$ cat config.mk
export PLATFORM = sky130hd
export DESIGN_NAME = cvo_raster_out
export DESIGN_NICKNAME = d
export VERILOG_FILES = /design/src/rtl/cvo_pkg.sv /design/src/rtl/cvo_raster_cnt.sv /design/src/rtl/cvo_raster_out.sv
export SDC_FILE = /design/constraint.sdc
export NUM_CORES = 1
export LEC_CHECK = 0
export CAP_MARGIN = 20
export CORE_MARGIN = 2
export CORE_UTILIZATION = 52
export DETAILED_ROUTE_END_ITERATION = 6
export PLACE_DENSITY = 0.95
export SLEW_MARGIN = 20
export SYNTH_ARGS = -nofsm -noshare
export SYNTH_HDL_FRONTEND = slang
export SYNTH_SLANG_ARGS = --single-unit
$ cat constraint.sdc
create_clock -name vid_clk -period 4.5 [get_ports vid_clk]
set_input_delay 0.45 -clock vid_clk [delete_from_list [all_inputs] [get_ports vid_clk]]
set_output_delay 0.45 -clock vid_clk [all_outputs]
set_load 0.02 [all_outputs]
$ cat src/rtl/cvo_pkg.sv
// cvo_pkg: shared FSM state type and raster sizing helpers for the clocked-video output path.
package cvo_pkg;

  typedef enum logic [1:0] {
    SEARCH = 2'd0,
    ARMED  = 2'd1,
    LOCKED = 2'd2
  } cvo_state_e;

  // Narrowest counter any raster may use; real widths come from cnt_width().
  localparam int unsigned CVO_MIN_CNT_W = 1;

  // Total length of one raster axis: active + front porch + sync + back porch.
  function automatic int unsigned raster_total(input int unsigned active,
                                               input int unsigned fp,
                                               input int unsigned sync,
                                               input int unsigned bp);
    return active + fp + sync + bp;
  endfunction

  function automatic int unsigned cnt_width(input int unsigned total);
    return (total > (2 ** CVO_MIN_CNT_W)) ? $clog2(total) : CVO_MIN_CNT_W;
  endfunction

endpackage

$ cat src/rtl/cvo_raster_cnt.sv
// cvo_raster_cnt: free-running hcnt/vcnt raster counters with decoded active, sync and frame-start flags.
module cvo_raster_cnt
  import cvo_pkg::*;
#(
  parameter int unsigned H_ACTIVE = 1024,
  parameter int unsigned H_FP     = 24,
  parameter int unsigned H_SYNC   = 136,
  parameter int unsigned H_BP     = 160,
  parameter int unsigned V_ACTIVE = 768,
  parameter int unsigned V_FP     = 3,
  parameter int unsigned V_SYNC   = 6,
  parameter int unsigned V_BP     = 29,
  localparam int unsigned H_TOTAL = raster_total(H_ACTIVE, H_FP, H_SYNC, H_BP),
  localparam int unsigned V_TOTAL = raster_total(V_ACTIVE, V_FP, V_SYNC, V_BP),
  localparam int unsigned H_W     = cnt_width(H_TOTAL),
  localparam int unsigned V_W     = cnt_width(V_TOTAL)
) (
  input  logic           clk,
  input  logic           rst_n,
  output logic [H_W-1:0] hcnt,
  output logic [V_W-1:0] vcnt,
  output logic           h_active_c,
  output logic           v_active_c,
  output logic           active_c,
  output logic           h_sync_c,
  output logic           v_sync_c,
  output logic           frame_start_c
);

  localparam int unsigned HS_START = H_ACTIVE + H_FP;
  localparam int unsigned HS_END   = HS_START + H_SYNC;
  localparam int unsigned VS_START = V_ACTIVE + V_FP;
  localparam int unsigned VS_END   = VS_START + V_SYNC;

  logic h_last;
  logic v_last;

  assign h_last = (hcnt == H_W'(H_TOTAL - 1));
  assign v_last = (vcnt == V_W'(V_TOTAL - 1));

  // Line counter advances only when the pixel counter wraps.
  always_ff @(posedge clk or negedge rst_n) begin
    if (!rst_n) begin
      hcnt <= '0;
      vcnt <= '0;
    end else if (h_last) begin
      hcnt <= '0;
      vcnt <= v_last ? '0 : vcnt + V_W'(1);
    end else begin
      hcnt <= hcnt + H_W'(1);
    end
  end

  assign h_active_c    = (hcnt < H_W'(H_ACTIVE));
  assign v_active_c    = (vcnt < V_W'(V_ACTIVE));
  assign active_c      = h_active_c & v_active_c;
  assign h_sync_c      = (hcnt >= H_W'(HS_START)) && (hcnt < H_W'(HS_END));
  assign v_sync_c      = (vcnt >= V_W'(VS_START)) && (vcnt < V_W'(VS_END));
  assign frame_start_c = (hcnt == '0) && (vcnt == '0);

endmodule

$ cat src/rtl/cvo_raster_out.sv
// cvo_raster_out: clocked-video output stage locking an Avalon-ST pixel stream onto a free-running raster.
// Optional feature: define CVO_UNDERFLOW_RESYNC_EN to return to SEARCH on the first starved pixel while locked.
module cvo_raster_out
  import cvo_pkg::*;
#(
  parameter int unsigned PIXEL_W  = 32,
  parameter int unsigned H_ACTIVE = 1024,
  parameter int unsigned H_FP     = 24,
  parameter int unsigned H_SYNC   = 136,
  parameter int unsigned H_BP     = 160,
  parameter int unsigned V_ACTIVE = 768,
  parameter int unsigned V_FP     = 3,
  parameter int unsigned V_SYNC   = 6,
  parameter int unsigned V_BP     = 29,
  parameter logic        HS_POL   = 1'b0,
  parameter logic        VS_POL   = 1'b0,
  localparam int unsigned H_W     = cnt_width(raster_total(H_ACTIVE, H_FP, H_SYNC, H_BP)),
  localparam int unsigned V_W     = cnt_width(raster_total(V_ACTIVE, V_FP, V_SYNC, V_BP))
) (
  input  logic               vid_clk,
  input  logic               vid_reset_n,
  input  logic [PIXEL_W-1:0] din_data,
  input  logic               din_valid,
  input  logic               din_sop,
  input  logic               din_eop,
  output logic               din_ready,
  output logic [PIXEL_W-1:0] vid_data,
  output logic               vid_datavalid,
  output logic               vid_h_sync,
  output logic               vid_v_sync,
  output logic               vid_h,
  output logic               vid_v,
  output logic               vid_f,
  output logic               underflow,
  output logic               locked
);

  logic [H_W-1:0] hcnt_unused;
  logic [V_W-1:0] vcnt_unused;
  logic           h_active_c;
  logic           v_active_c;
  logic           active_c;
  logic           h_sync_c;
  logic           v_sync_c;
  logic           frame_start_c;

  cvo_state_e     state;
  cvo_state_e     state_d;
  logic           ready_c;
  logic           take_c;
  logic           starve_c;
  logic           head_sop_c;
  logic           early_sop_c;

  // Frame length comes from the raster parameters, so eop carries no information here.
  logic           eop_unused;
  assign eop_unused = din_eop;

  cvo_raster_cnt #(
    .H_ACTIVE (H_ACTIVE),
    .H_FP     (H_FP),
    .H_SYNC   (H_SYNC),
    .H_BP     (H_BP),
    .V_ACTIVE (V_ACTIVE),
    .V_FP     (V_FP),
    .V_SYNC   (V_SYNC),
    .V_BP     (V_BP)
  ) u_raster (
    .clk           (vid_clk),
    .rst_n         (vid_reset_n),
    .hcnt          (hcnt_unused),
    .vcnt          (vcnt_unused),
    .h_active_c    (h_active_c),
    .v_active_c    (v_active_c),
    .active_c      (active_c),
    .h_sync_c      (h_sync_c),
    .v_sync_c      (v_sync_c),
    .frame_start_c (frame_start_c)
  );

  assign head_sop_c  = din_valid & din_sop;
  // A new frame arriving mid-raster is left at the head and re-aligned at the next frame start.
  assign early_sop_c = head_sop_c & active_c & ~frame_start_c;

  always_ff @(posedge vid_clk or negedge vid_reset_n) begin
    if (!vid_reset_n) begin
      state <= SEARCH;
    end else begin
      state <= state_d;
    end
  end

  // Next state, stream handshake and per-cycle pixel decision.
  always_comb begin
    state_d  = state;
    ready_c  = 1'b0;
    take_c   = 1'b0;
    starve_c = 1'b0;
    unique case (state)
      SEARCH: begin
        ready_c = ~head_sop_c;
        if (head_sop_c) begin
          state_d = ARMED;
        end
      end
      ARMED: begin
        ready_c = frame_start_c & head_sop_c;
        take_c  = ready_c;
        if (ready_c) begin
          state_d = LOCKED;
        end
      end
      LOCKED: begin
        ready_c  = active_c & ~early_sop_c;
        take_c   = ready_c & din_valid;
        starve_c = active_c & ~din_valid;
        if (early_sop_c) begin
          state_d = ARMED;
        end
`ifdef CVO_UNDERFLOW_RESYNC_EN
        else if (starve_c) begin
          state_d = SEARCH;
        end
`endif
      end
      default: begin
        state_d = SEARCH;
      end
    endcase
  end

  assign din_ready = ready_c & vid_reset_n;

  // Video bus lags the raster counters by one cycle; pixel and controls stay aligned.
  always_ff @(posedge vid_clk or negedge vid_reset_n) begin
    if (!vid_reset_n) begin
      vid_data      <= '0;
      vid_datavalid <= 1'b0;
      vid_h_sync    <= ~HS_POL;
      vid_v_sync    <= ~VS_POL;
      vid_h         <= 1'b1;
      vid_v         <= 1'b1;
      vid_f         <= 1'b0;
      underflow     <= 1'b0;
      locked        <= 1'b0;
    end else begin
      vid_data      <= take_c ? din_data : '0;
      vid_datavalid <= active_c;
      vid_h_sync    <= h_sync_c ? HS_POL : ~HS_POL;
      vid_v_sync    <= v_sync_c ? VS_POL : ~VS_POL;
      vid_h         <= ~h_active_c;
      vid_v         <= ~v_active_c;
      vid_f         <= 1'b0;
      underflow     <= starve_c;
      locked        <= (state_d == LOCKED);
    end
  end

endmodule

==> results.sh <==
export IMPL_grt_setup_unrepaired="no"
export IMPL_p_leak_uw=0.00168
export IMPL_grt_remaining_overflow=0
export IMPL_crit_path_max_fanout=6
export IMPL_critical_path_cell_count=8
export IMPL_ir_drop_uv=217
export IMPL_grt_pass1_wl_um=10200
export IMPL_yosysUniqueCellTypes=50
export IMPL_avgRoutedWirePerCell_um=15.2
export IMPL_std_cell_rows=26
export IMPL_post_cts_setup_buffers=0
export IMPL_synth_cells=256
export IMPL_cpLargestDelayFamily="buffers and inverters"
export IMPL_synthArstFlopShare_pct=100
export IMPL_htreeDepth=3
export IMPL_ys_flop_type="dfrtp_1"
export IMPL_gp_congestion=0.862
export IMPL_cts_tree="done"
export IMPL_syn_to_final_growth_pct=34.4
export IMPL_p_int_uw=1020
export IMPL_die_h_um=77.9
export IMPL_postRouteAntennaNets=0
export IMPL_setup_viol=0
export IMPL_maxCapViolCount=0
export IMPL_min_period_over_period_pct=72.2
export IMPL_p_seq_share_pct=43.1
export IMPL_final_cell_area_um2=3810
export IMPL_setup_worst_path_start_class="flop"
export IMPL_hold_viol_final=0
export IMPL_cp_required_ns=4.05
export IMPL_power_total_uw=1350
export IMPL_layout_commonest_cell="clkdlybuf4s50_1"
export IMPL_switching_share_pct=23.9
export IMPL_drtPass1Iterations=4
export IMPL_setup_worst_path_class="reg -> out"
export IMPL_yosysTopAreaCell="dfrtp_1"
export IMPL_fin_skew_ns=0.0148
export IMPL_die_area_um2=6060
export IMPL_crit_arrival_ns=2.80
export IMPL_syn_area_um2=2840
export IMPL_cts_resized=0
export IMPL_slowest_stage="clkdlybuf4s50_1"
export IMPL_end_kind="primary output"
export IMPL_layout_min_cycle_time_ns=3.25
export IMPL_ys_seq_elements=62
export IMPL_fin_nets=376
export IMPL_place_hpwl_um=4390
export IMPL_core_area_um2=5170
export IMPL_max_freq_mhz=308
export IMPL_synth_top_area_share_pct=51.2
export IMPL_power_density_nw_per_um2=353
export IMPL_clock_latency_ns=0.35
export IMPL_clockPowerShare_pct=44.4
export IMPL_status="complete, no violations"
export IMPL_cpPeakStageDelay_ns=0.62
export IMPL_clock_path_buffers=2
export IMPL_multi_input_area_um2=1140
export IMPL_dp_cells=388
export IMPL_numPortBuffers=75
export IMPL_cts_root_buf="clkbuf_8"
export IMPL_power_frac_comb_pct=12.5
export IMPL_drtIter0Drc=169
export IMPL_final_max_slew_viol_count=0
export IMPL_fp_dieW_um=77.9
export IMPL_clkTransAtPathRegs_ns=0.07
export IMPL_worst_pin_slew_ns=0.748
export IMPL_finalSetupTns_ns=0
export IMPL_grt_antenna_before_repair=0
export IMPL_drc_errors=0
export IMPL_grt_max_degree=63
export IMPL_grt_pass1_vias=2139
export IMPL_r2r_cells=5
export IMPL_hold_path_class="in -> async"
export IMPL_ys_warnings_count=0
export IMPL_mostFrequentLayoutCells="clkdlybuf4s50_1 (74), dfrtp_1 (58), and2_1 (36)"
export IMPL_postPlaceCellArea_um2=3570
export IMPL_power_switching_uw=321
export IMPL_synth_area_leaders="dfrtp_1 (51%), and2_1 (7.9%), ha_1 (4.4%)"
export IMPL_final_seq_area_um2=1560
export IMPL_cts_sinks=62
export IMPL_path_cells="inv_1 > ha_1 > nor4bb_1 > nand2_1 > nor3_1 > o2111ai_1 > a21oi_1 > clkdlybuf4s50_1"
export IMPL_num_vias=2174
export IMPL_ctsHoldBuffers=0
export IMPL_synthesis_nets=303
export IMPL_drive_gt1_share_pct=8.98
export IMPL_synth_edf_count=0
export IMPL_routed_wl_um=6130
export IMPL_relSlewSlack_pct=50.1
export IMPL_path_buf_inv=2
export IMPL_synth_area_per_cell_um2=11.1
export IMPL_diodes=0
export IMPL_instances_no_fill=404
export IMPL_viasPerCell=5.38
export IMPL_yosysSeqAreaShare_pct=54.9
export IMPL_cts_buffers=9
export IMPL_grt_usage_pct=21.9
export IMPL_pin_count=78
export IMPL_start_util_pct=54.8
export IMPL_fill_cells=326
metrics by stage:
step / worst slack [ns] / utilization [%] / hold slack, ns
3_5_place_dp: 1.65 / 69.0 / 0.501
3_3_place_gp: 1.76 / 69.0 / 0.473
2_1_floorplan: 2.35 / - / 0.154
4_1_cts: 1.28 / 73.7 / 0.348
5_1_grt: 1.20 / 73.7 / 0.382
6_report: 1.25 / 73.7 / 0.316
path summary, 6_finish.rpt:
path                                   from          endpoint  slack (ns)
max                        u_raster.vcnt[0]         din_ready        1.25
min                             vid_reset_n  u_raster.vcnt[3]        0.32
max reg2reg                u_raster.hcnt[3]  u_raster.vcnt[6]        2.38
min reg2reg                u_raster.vcnt[7]  u_raster.vcnt[7]        0.51
max in group asynchronous       vid_reset_n          state[0]        3.69
min in group vid_clk       u_raster.vcnt[7]  u_raster.vcnt[7]        0.51
flip-flops by register name, summed over array words and instances (netlist names):
signal         count
vid_v_sync         1
vid_data          32
locked             1
vid_h              1
vid_h_sync         1
underflow          1
vid_datavalid      1
u_raster.hcnt     11
state              2
u_raster.vcnt     10
vid_v              1
layout make-up:
type | count | share of cell area, %
clock buffer | 9 | 3.25
clock inverter | 7 | 3.15
inverter | 9 | 0.886
multi-input combinational | 171 | 29.8
sequential | 62 | 40.8
tap | 70 | 2.30
timing repair buffer | 76 | 19.8
logic make-up after synthesis:
kind of cell	after synthesis	synth area share, %
simple gates	118	25.6
other cells	1	0.132
fa+ha+maj	10	4.41
flops	62	54.9
compound gates	33	7.19
buf+inv	23	5.03
xor+xnor	9	2.78
cells in the mapped netlist (2+ instances only):
cell      count
ha_1         10
dfstp_2       4
buf_4         3
a31oi_1       3
nand2_1      21
nor2b_1       2
nand3b_1      2
inv_1         8
nor3_1        5
nor4_1        4
buf_6         5
buf_2         5
xor2_1        3
and2_1       36
xnor2_1       6
nand4_1       5
nand3_1      10
nor2_1       11
or3_1         2
and4_1        3
a311oi_1      2
nand2b_1      2
a21o_1        2
dfrtp_1      58
a21oi_1       7
o21ai_0      11
and3_1        3
power by group through the flow:
stage / logic, uW / clock network (uW) / registers (uW)
3_5_place_dp: 167 / 0 / 591
3_3_place_gp: 158 / 0 / 590
5_1_grt: 181 / 623 / 582
2_1_floorplan: 74.1 / 0 / 603
6_report: 168 / 597 / 580
4_1_cts: 168 / 601 / 581
worst register-to-register path: stages, from the launching register on:
cell and delay [ns]:
dfrtp_1 0.49, and4_1 0.39, and4_1 0.55, nand3_1 0.19
or2_1 0.26, xnor2_1 0.13
routing by layer:
| layer | GRT usage, % | vias up | share of wire [%] |
|---|---|---|---|
| met5 | 0 | - | 0 |
| met4 | 11.1 | 0 | 1.9 |
| met3 | 3.84 | 16 | 5.8 |
| met2 | 39.1 | 82 | 55 |
| met1 | 25.0 | 1063 | 37 |
| li1 | - | 1013 | - |
Power figures use the tool's default switching activity.
